===== config.mk =====
export PLATFORM = sky130hd
export DESIGN_NAME = unet_out_packer
export DESIGN_NICKNAME = d
export VERILOG_FILES = /design/src/rtl/unet_out_packer.sv
export SDC_FILE = /design/constraint.sdc
export NUM_CORES = 1
export LEC_CHECK = 0
export ABC_AREA = 1
export BUFFER_PORTS_ARGS = -buffer_cell sky130_fd_sc_hd__buf_2
export CAP_MARGIN = 30
export CORE_MARGIN = 1.5
export CORE_UTILIZATION = 59
export CTS_BUF_LIST = sky130_fd_sc_hd__clkbuf_8
export CTS_CLUSTER_DIAMETER = 30
export DETAILED_ROUTE_END_ITERATION = 8
export GPL_ROUTABILITY_DRIVEN = 0
export PLACE_DENSITY = 0.86
export SLEW_MARGIN = 20
export SYNTH_ARGS = -nofsm -noshare
export SYNTH_HDL_FRONTEND = slang
export SYNTH_SLANG_ARGS = --single-unit

===== constraint.sdc =====
create_clock -name axi_clk -period 1.7 [get_ports axi_clk]
set_input_delay 0.51 -clock axi_clk [delete_from_list [all_inputs] [get_ports axi_clk]]
set_output_delay 0.51 -clock axi_clk [all_outputs]
set_load 0.01 [all_outputs]

===== src/rtl/unet_out_packer.sv =====
// unet_out_packer: packs two UNET samples per 32-bit stream word.
// Optional frame checksum word when UNET_OUT_CHECKSUM_EN is defined.
module unet_out_packer #(
  parameter int pDATA_WIDTH    = 32,
  parameter int pSAMPLE_WIDTH  = 12,
  parameter int pFRAME_SAMPLES = 12288
) (
  input  logic                     axi_clk,
  input  logic                     axi_reset_n,
  input  logic                     clear,
  input  logic [pSAMPLE_WIDTH-1:0] in_dat,
  input  logic                     in_vld,
  output logic                     in_rdy,
  output logic                     sm_tvalid,
  output logic [pDATA_WIDTH-1:0]   sm_tdata,
  output logic [3:0]               sm_tstrb,
  output logic [3:0]               sm_tkeep,
  output logic                     sm_tlast,
  input  logic                     sm_tready,
  output logic                     frame_done,
  output logic                     busy
);

  localparam int NW  = pFRAME_SAMPLES / 2;
  localparam int WCW = (NW > 1) ? $clog2(NW) : 1;
  localparam logic [WCW-1:0] WLAST = WCW'(NW - 1);

`ifdef UNET_OUT_CHECKSUM_EN
  typedef enum logic [1:0] {S_LO, S_HI, S_CSUM} state_t;
`else
  typedef enum logic [1:0] {S_LO, S_HI} state_t;
`endif

  state_t                   state_q, state_d;
  logic [pSAMPLE_WIDTH-1:0] hold_q, hold_d;
  logic [WCW-1:0]           wcnt_q, wcnt_d;
  logic [pDATA_WIDTH-1:0]   mem_q [2];
  logic [1:0]               last_q;
  logic                     wptr_q, rptr_q;
  logic [1:0]               cnt_q, cnt_d;
  logic                     fd_q, fd_d;
  logic                     busy_q, busy_d;
  logic                     in_hs, pop, push, push_last;
  logic                     head_last, frame_start, more_pending;
  logic [pDATA_WIDTH-1:0]   pack, push_data;
`ifdef UNET_OUT_CHECKSUM_EN
  logic [31:0]              acc_q, acc_d;
`endif

  // Ready is a function of state and occupancy only, never of in_vld.
  always_comb begin
    in_rdy = 1'b0;
    unique case (state_q)
      S_LO:    in_rdy = 1'b1;
      S_HI:    in_rdy = (cnt_q < 2'd2);
      default: in_rdy = 1'b0;
    endcase
  end

  assign in_hs     = in_vld & in_rdy;
  assign head_last = last_q[rptr_q];
  assign sm_tvalid = (cnt_q != 2'd0);
  assign sm_tdata  = sm_tvalid ? mem_q[rptr_q] : '0;
  assign sm_tlast  = sm_tvalid & head_last;
  assign sm_tstrb  = {4{sm_tvalid}};
  assign sm_tkeep  = {4{sm_tvalid}};
  assign pop       = sm_tvalid & sm_tready;
  assign frame_done = fd_q;
  assign busy       = busy_q;

  // Word layout: held sample in the low half, current sample in the high half.
  always_comb begin
    pack = '0;
    pack[pSAMPLE_WIDTH-1:0]   = hold_q;
    pack[16 +: pSAMPLE_WIDTH] = in_dat;
  end

  // Packing FSM: next state, word counter and FIFO push request.
  always_comb begin
    state_d   = state_q;
    hold_d    = hold_q;
    wcnt_d    = wcnt_q;
    push      = 1'b0;
    push_last = 1'b0;
    push_data = pack;
`ifdef UNET_OUT_CHECKSUM_EN
    acc_d     = acc_q;
`endif
    unique case (state_q)
      S_LO: begin
        if (in_hs) begin
          hold_d  = in_dat;
          state_d = S_HI;
`ifdef UNET_OUT_CHECKSUM_EN
          acc_d   = acc_q + 32'(in_dat);
`endif
        end
      end
      S_HI: begin
        if (in_hs) begin
          push = 1'b1;
`ifdef UNET_OUT_CHECKSUM_EN
          acc_d = acc_q + 32'(in_dat);
`endif
          if (wcnt_q == WLAST) begin
            wcnt_d = '0;
`ifdef UNET_OUT_CHECKSUM_EN
            state_d = S_CSUM;
`else
            push_last = 1'b1;
            state_d   = S_LO;
`endif
          end else begin
            wcnt_d  = wcnt_q + WCW'(1);
            state_d = S_LO;
          end
        end
      end
`ifdef UNET_OUT_CHECKSUM_EN
      S_CSUM: begin
        if (cnt_q < 2'd2) begin
          push      = 1'b1;
          push_data = acc_q;
          push_last = 1'b1;
          acc_d     = '0;
          state_d   = S_LO;
        end
      end
`endif
      default: state_d = S_LO;
    endcase
  end

  // Occupancy, frame tracking and the done pulse.
  always_comb begin
    cnt_d = cnt_q;
    unique case ({push, pop})
      2'b10:   cnt_d = cnt_q + 2'd1;
      2'b01:   cnt_d = cnt_q - 2'd1;
      default: cnt_d = cnt_q;
    endcase
    frame_start  = in_hs && (state_q == S_LO) && (wcnt_q == '0);
    more_pending = (state_q != S_LO) || (wcnt_q != '0) ||
                   (cnt_q == 2'd2);
    fd_d   = pop & head_last;
    busy_d = busy_q;
    if (frame_start)
      busy_d = 1'b1;
    else if (pop && head_last)
      busy_d = more_pending;
  end

  // Control registers; clear wins over everything.
  always_ff @(posedge axi_clk or negedge axi_reset_n) begin
    if (!axi_reset_n) begin
      state_q <= S_LO;
      hold_q  <= '0;
      wcnt_q  <= '0;
      fd_q    <= 1'b0;
      busy_q  <= 1'b0;
`ifdef UNET_OUT_CHECKSUM_EN
      acc_q   <= '0;
`endif
    end else if (clear) begin
      state_q <= S_LO;
      hold_q  <= '0;
      wcnt_q  <= '0;
      fd_q    <= 1'b0;
      busy_q  <= 1'b0;
`ifdef UNET_OUT_CHECKSUM_EN
      acc_q   <= '0;
`endif
    end else begin
      state_q <= state_d;
      hold_q  <= hold_d;
      wcnt_q  <= wcnt_d;
      fd_q    <= fd_d;
      busy_q  <= busy_d;
`ifdef UNET_OUT_CHECKSUM_EN
      acc_q   <= acc_d;
`endif
    end
  end

  // Two-entry output FIFO; simultaneous push and pop keep order.
  always_ff @(posedge axi_clk or negedge axi_reset_n) begin
    if (!axi_reset_n) begin
      mem_q[0] <= '0;
      mem_q[1] <= '0;
      last_q   <= '0;
      wptr_q   <= 1'b0;
      rptr_q   <= 1'b0;
      cnt_q    <= 2'd0;
    end else if (clear) begin
      wptr_q   <= 1'b0;
      rptr_q   <= 1'b0;
      cnt_q    <= 2'd0;
    end else begin
      if (push) begin
        mem_q[wptr_q]  <= push_data;
        last_q[wptr_q] <= push_last;
        wptr_q         <= ~wptr_q;
      end
      if (pop)
        rptr_q <= ~rptr_q;
      cnt_q <= cnt_d;
    end
  end

endmodule


==> out/metrics.cfg, run 1 <==
[critical_path]
cp-startpoint = rptr_q$_DFFE_PN0P_
startpoint_type = flip-flop
timing.rr.start = wcnt_q[0]$_DFFE_PN0P_
cpMaxStageDelayCell = dfrtp_2
cp.depth = 5
cp.arrival_ns = 1.48
ff2ff_setup_slack_ns = 0.11
endpoint_kind = output port
worstPathRequired_ns = 1.19
worstSetupEndpoint = sm_tdata[17]
reg2reg_to = wcnt_q[4]$_DFFE_PN0P_
crit_path_max_fanout = 7
ff2ff_path_depth = 6
crit_buf_inv = 3
path_delay_family = flip-flops
path_class = flip-flop to output port
cpPeakStageDelay_ns = 0.47
path_cells = inv_4, buf_6, nand2_1, a21oi_2, buf_2

[floorplan]
die_h_um = 88.0
ioPinCount = 62
die_w_um = 88.0
dieArea_um2 = 7750
core-area_um2 = 6910
fp-row-count = 30
start_util = 0.617

[clock_tree]
cts_sinks = 82
cts_tree = done
htreeDepth = 3
clk_latency_ns = 0.36
clk_pin_slew_ns = 0.10
root_buffer = clkbuf_8
postCtsHoldBufs = 0
cts_inserted_buffers = 9
clk_path_buf_depth = 2

[synthesis]
yosys-top-cells-count = nand2_1, dfrtp_1, o21ai_2
syn_area_um2 = 4260
postSynthCellCount = 484
synth_simple_gate_area_frac = 0.216
synth_compound_area_frac = 0.177
synth_top_cells_by_area = dfrtp_1, nand2_1, o21ai_2, inv_1, nand2_2
synth-warning-count = 0
synthXorXnorAreaFrac = 0.0103
synth_seq_area_share = 0.481
synth_top_family_by_area = simple AND/OR/NAND/NOR gates
yosysUniqueCellTypes = 31
synth_top_area_frac = 0.481
synth_mux_area_frac = 0
async_flop_share = 1.00
ys_seq_elements = 82
synth_edf_count = 0
synth_area_per_cell_um2 = 8.81
yosys.area.top_type = dfrtp_1
synthAdderAreaFrac = 0.00587
synth_ff_type = dfrtp_1
yosys.cell_count.top_type = nand2_1

[sta]
setup_viol = 34
rsz0062_at_grt = true
finalClockSkew_ns = 0.0105
fin_crit_ns = 1.99
max_freq_mhz = 502
finalCritPeriodShare = 1.17
report.final.slew_viol_count = 0
worst_slack_ns = -0.292
finalHoldViolations = 0

[global_routing]
gr-usage-all-layers = 0.244
grt_max_degree = 83
gr-total-overflow = 0
grt_first_pass_wirelength_um = 14600
grt_pass1_vias = 3061
grt_antenna_before_repair = 0

[power]
leakagePower_uw = 0.00236
vdd_drop_max_uv = 524
power.density_nw_per_um2 = 1050

[worst_hold_path]
hp-class = input pin to async pin

[placement]
place_worst_setup_slack_ns = 0.110
io_buffers = 53
hpwl_um = 6140

[routing]
vias = 3488
met2_length_um = 5310
wl_um = 10300
post_drt_wl_per_cell_um = 16.1
detail-route-antenna-nets = 0
first_pass_iters = 5
drt-met1-wl_um = 4180
wl_met3_um = 520
dr.max_layer_used = met4
avgViaCountPerCell = 5.45
drc_errors = 0
drtIter0Drc = 338

[status]
status = finished, violations left
violations = setup timing

[cells_and_area]
n_fill_cell = 490
drive_gt1_frac = 0.373
nets = 558
seq_area_um2 = 2050
multiInputGateArea_um2 = 1870
syn_to_final_growth_pct = 16.8
fin_util = 0.721
n_antenna_cell = 0

[job]
cap_violations = 0

==> metrics by stage <==
step                setup TNS [ns]  power (uW)  hold WS (ns)  cells  instance area [um^2]
floorplan                        0        3190         0.214    491                  4290
global route                 -9.26        5460         0.195    640                  4980
CTS                          -5.79        4980         0.195    635                  4790
detailed placement               0        3500         0.470    617                  4550
global placement                 0        3440         0.465    617                  4550
finish                       -7.57        5220         0.166    640                  4980
==> registers in the layout, indices dropped and copies added, names as in the netlist <==
name        cells
last_q          2
state_q         1
busy            1
cnt_q           2
mem_q          48
wcnt_q         13
hold_q         12
rptr_q          1
wptr_q          1
frame_done      1
==> final cells by class <==
| class | instances | share of cell area |
|---|---|---|
| multi-input combinational | 325 | 0.375 |
| clock buffer | 9 | 0.0249 |
| sequential | 82 | 0.412 |
| timing repair buffer | 72 | 0.108 |
| clock inverter | 7 | 0.0168 |
| inverter | 49 | 0.0384 |
| tap | 96 | 0.0241 |
==> cell usage in the layout (no fill, tap or decap), types with 2 or more instances in the layout <==
master | netlist | routed
clkbuf_8 | 0 | 9
inv_2 | 4 | 3
nand3_1 | 10 | 10
xnor2_1 | 2 | 2
inv_6 | 0 | 4
nor2_4 | 3 | 4
dfrtp_1 | 82 | 81
a21oi_1 | 28 | 16
nand2_4 | 2 | 6
xor2_1 | 3 | 3
nand4_1 | 3 | 3
buf_6 | 11 | 3
o22ai_1 | 14 | 14
o21ai_1 | 7 | 7
buf_4 | 16 | 8
nor2_2 | 2 | 2
clkbuf_16 | 0 | 2
o21ai_2 | 49 | 49
o21ai_0 | 8 | 8
nand2_1 | 122 | 113
buf_12 | 0 | 6
nand2_2 | 27 | 32
ha_1 | 2 | 2
nor2_1 | 28 | 27
a21oi_2 | 1 | 13
inv_1 | 45 | 44
buf_2 | 4 | 52
conb_1 | 1 | 8
==> power by group <==
part / leakage (uW) / internal (uW) / switching (uW)
Sequential: 0.00110 / 2200 / 196
Combinational: 0.00116 / 550 / 767
Clock: 0.000103 / 708 / 796
Total: 0.00236 / 3460 / 1760
==> worst register-to-register path, stage by stage, from the launching register on <==
cell,delay [ns]
dfrtp_1,0.42
ha_1,0.21
nand2_1,0.10
nor2_4,0.18
nand4_1,0.24
nand2_2,0.22
o21ai_0,0.11
==> logic make-up after synthesis <==
kind of cell               Yosys count
AOI/OAI and AO/OA                  109
and+or+nand+nor                    201
buffers and inverters               84
other                                1
DFF                                 82
adders and majority gates            2
xor gates and xnor gates             5
==> repair_timing <==
action,CTS,global route
hold endpoints to repair,0,0
gates cloned,0,3
setup endpoints to repair,34,34
resized for setup,7,29
buffers inserted,2,2
pin swaps,0,7
==> worst min-delay path by stage <==
stage                                     start               endpoint  slack, ns
after global routing                axi_reset_n  mem_q[26]$_DFFE_PN0P_       0.19
after detailed placement  mem_q[26]$_DFFE_PN0P_  mem_q[26]$_DFFE_PN0P_       0.47
after floorplan                     axi_reset_n       busy$_DFFE_PN0P_       0.21
final                               axi_reset_n  mem_q[58]$_DFFE_PN0P_       0.17
after CTS                           axi_reset_n  mem_q[26]$_DFFE_PN0P_       0.19
after global placement    mem_q[24]$_DFFE_PN0P_  mem_q[24]$_DFFE_PN0P_       0.46
==> per-layer routing <==
metal / GRT usage / vias up
li1: - / 1635
met1: 0.323 / 1689
met2: 0.407 / 137
met3: 0.0490 / 27
met4: 0.0795 / 0
met5: 0 / -
(Power assumes the default switching activity.)
==> inputs of run 2 (changes only) <==
--- a/config.mk
+++ b/config.mk
@@ -8,12 +8,12 @@
 export ABC_AREA = 1
 export BUFFER_PORTS_ARGS = -buffer_cell sky130_fd_sc_hd__buf_2
 export CAP_MARGIN = 30
-export CORE_MARGIN = 1.5
+export CORE_ASPECT_RATIO = 0.7
+export CORE_MARGIN = 2
 export CORE_UTILIZATION = 59
 export CTS_BUF_LIST = sky130_fd_sc_hd__clkbuf_8
 export CTS_CLUSTER_DIAMETER = 30
 export DETAILED_ROUTE_END_ITERATION = 8
-export GPL_ROUTABILITY_DRIVEN = 0
 export PLACE_DENSITY = 0.86
 export SLEW_MARGIN = 20
 export SYNTH_ARGS = -nofsm -noshare
==> out/metrics.cfg, run 2 (same netlist as run 1, synthesis figures left out) <==
[floorplan]
fp-row-count = 25
die_h_um = 75.1
start_util = 0.620
die_w_um = 106
dieArea_um2 = 7930
core-area_um2 = 6880
ioPinCount = 62

[power]
power.switching_uw = 1810
p_int_uw = 3680
power_frac_seq = 0.439
vdd_drop_max_uv = 530
switching_share = 0.329
p_comb_frac = 0.292
power.density_nw_per_um2 = 1040
p_clk_frac = 0.269
p_total_uw = 5490
leakagePower_uw = 0.00246

[sta]
finalHoldViolations = 0
fin_crit_ns = 2.00
finalCritPeriodShare = 1.18
finalSetupTns_ns = -7.91
rsz0062_at_grt = true
report.final.slew_viol_count = 0
worst_slack_ns = -0.299
max_freq_mhz = 500
finalClockSkew_ns = 0.0130
setup_viol = 34

[cells_and_area]
nets = 567
top_regs = mem_q x48, wcnt_q x13, hold_q x12
drive_gt1_frac = 0.403
multiInputGateArea_um2 = 1950
n_antenna_cell = 0
fin_util = 0.763
seq_area_um2 = 2050
layout_common_cells = nand2_1, dfrtp_1, o21ai_2
largest-register = mem_q
final_area_um2 = 5250
n_fill_cell = 437
largest_reg_flops = 48
final_common_cell = nand2_1
syn_to_final_growth_pct = 23.2

[clock_tree]
clk_path_buf_depth = 2
clk_latency_ns = 0.36
htreeDepth = 3
cts_inserted_buffers = 9
clk_pin_slew_ns = 0.09
root_buffer = clkbuf_8
cts_sinks = 82
cts_tree = done

[critical_path]
worstPathRequired_ns = 1.19
cp.arrival_ns = 1.49
crit_path_max_fanout = 7
ff2ff_setup_slack_ns = 0.06
path_class = flip-flop to output port
startpoint_type = flip-flop
endpoint_kind = output port

[global_routing]
grt_antenna_before_repair = 0
grt_max_degree = 49
grt_first_pass_wirelength_um = 16800
gr-usage-all-layers = 0.278
gr-total-overflow = 0
grt_pass1_vias = 3324

[routing]
drc_errors = 0
vias = 3696
post_drt_wl_per_cell_um = 17.6
first_pass_iters = 5
detail-route-antenna-nets = 0
drtIter0Drc = 312
wl_um = 11400
avgViaCountPerCell = 5.71

[placement]
place_congestion = 0.910
placed_area_um2 = 4560
place_worst_setup_slack_ns = 0.0610
io_buffers = 53
hpwl_um = 6210

[status]
violations = setup timing
status = finished, violations left

[job]
cap_violations = 0

[worst_hold_path]
hp-class = input pin to async pin

==> run 2: changes by cell type in the layout (fill, tap and decap cells not counted), moves of 4 or more <==
cell	before	now
a21oi_1	16	8
buf_2	52	41
a21oi_4	0	4
a21oi_2	13	17
buf_4	8	13
buf_6	3	15
==> run 2: per-layer routing <==
| layer | vias to the layer above | share of wire | GRT usage |
|---|---|---|---|
| met3 | 42 | 0.085 | 0.0589 |
| li1 | 1660 | - | - |
| met4 | 0 | 0.033 | 0.129 |
| met2 | 209 | 0.47 | 0.452 |
| met1 | 1785 | 0.41 | 0.368 |
| met5 | - | 0 | 0 |
==> run 2: path summary, 6_finish.rpt <==
path,startpoint,endpoint,cells after the start
max in group asynchronous,axi_reset_n,cnt_q[1]$_DFFE_PN0P_,2
min,axi_reset_n,mem_q[23]$_DFFE_PN0P_,1
max,rptr_q$_DFFE_PN0P_,sm_tdata[27],5
min reg2reg,mem_q[18]$_DFFE_PN0P_,mem_q[18]$_DFFE_PN0P_,2
max reg2reg,cnt_q[1]$_DFFE_PN0P_,mem_q[34]$_DFFE_PN0P_,8
min in group axi_clk,clear,frame_done$_DFF_PN0_,2
==> run 2: critical path, stage by stage (launching register included) <==
cell      delay, ns
dfrtp_2        0.48
clkinv_4       0.11
buf_8          0.15
nand2_4        0.06
a21oi_4        0.17
buf_2          0.15
==> run 2: power by group through the flow <==
| stage | combinational, uW | sequential (uW) | clock (uW) |
|---|---|---|---|
| after global placement | 1040 | 2390 | 0 |
| after CTS | 1400 | 2370 | 1470 |
| after detailed placement | 1090 | 2400 | 0 |
| final | 1600 | 2410 | 1480 |
| after global routing | 1710 | 2440 | 1560 |
| after floorplan | 819 | 2370 | 0 |
==> run 2: what timing repair did <==
| action | 4_1_cts | 5_1_grt |
|---|---|---|
| pin swaps | 2 | 13 |
| resized for setup | 43 | 36 |
| cloned | 3 | 2 |
| setup endpoints to repair | 34 | 37 |
| hold buffers | 0 | 0 |
| buffers inserted | 4 | 6 |
==> run 2: final cells by class <==
type                    instances  area share
clock buffers                  11      0.0288
clock inverters                 5      0.0102
inverters                      49      0.0374
multi-input cells             325       0.372
repair buffers                 81       0.138
flip-flops and latches         82       0.391
well taps                      94      0.0224
==> run 2: per-stage QoR <==
| stage | hold WS (ns) | instances |
|---|---|---|
| 5_1_grt | 0.0727 | 647 |
| 3_5_place_dp | 0.448 | 616 |
| 2_1_floorplan | 0.214 | 491 |
| 3_3_place_gp | 0.445 | 616 |
| 6_report | 0.0614 | 647 |
| 4_1_cts | 0.0589 | 639 |
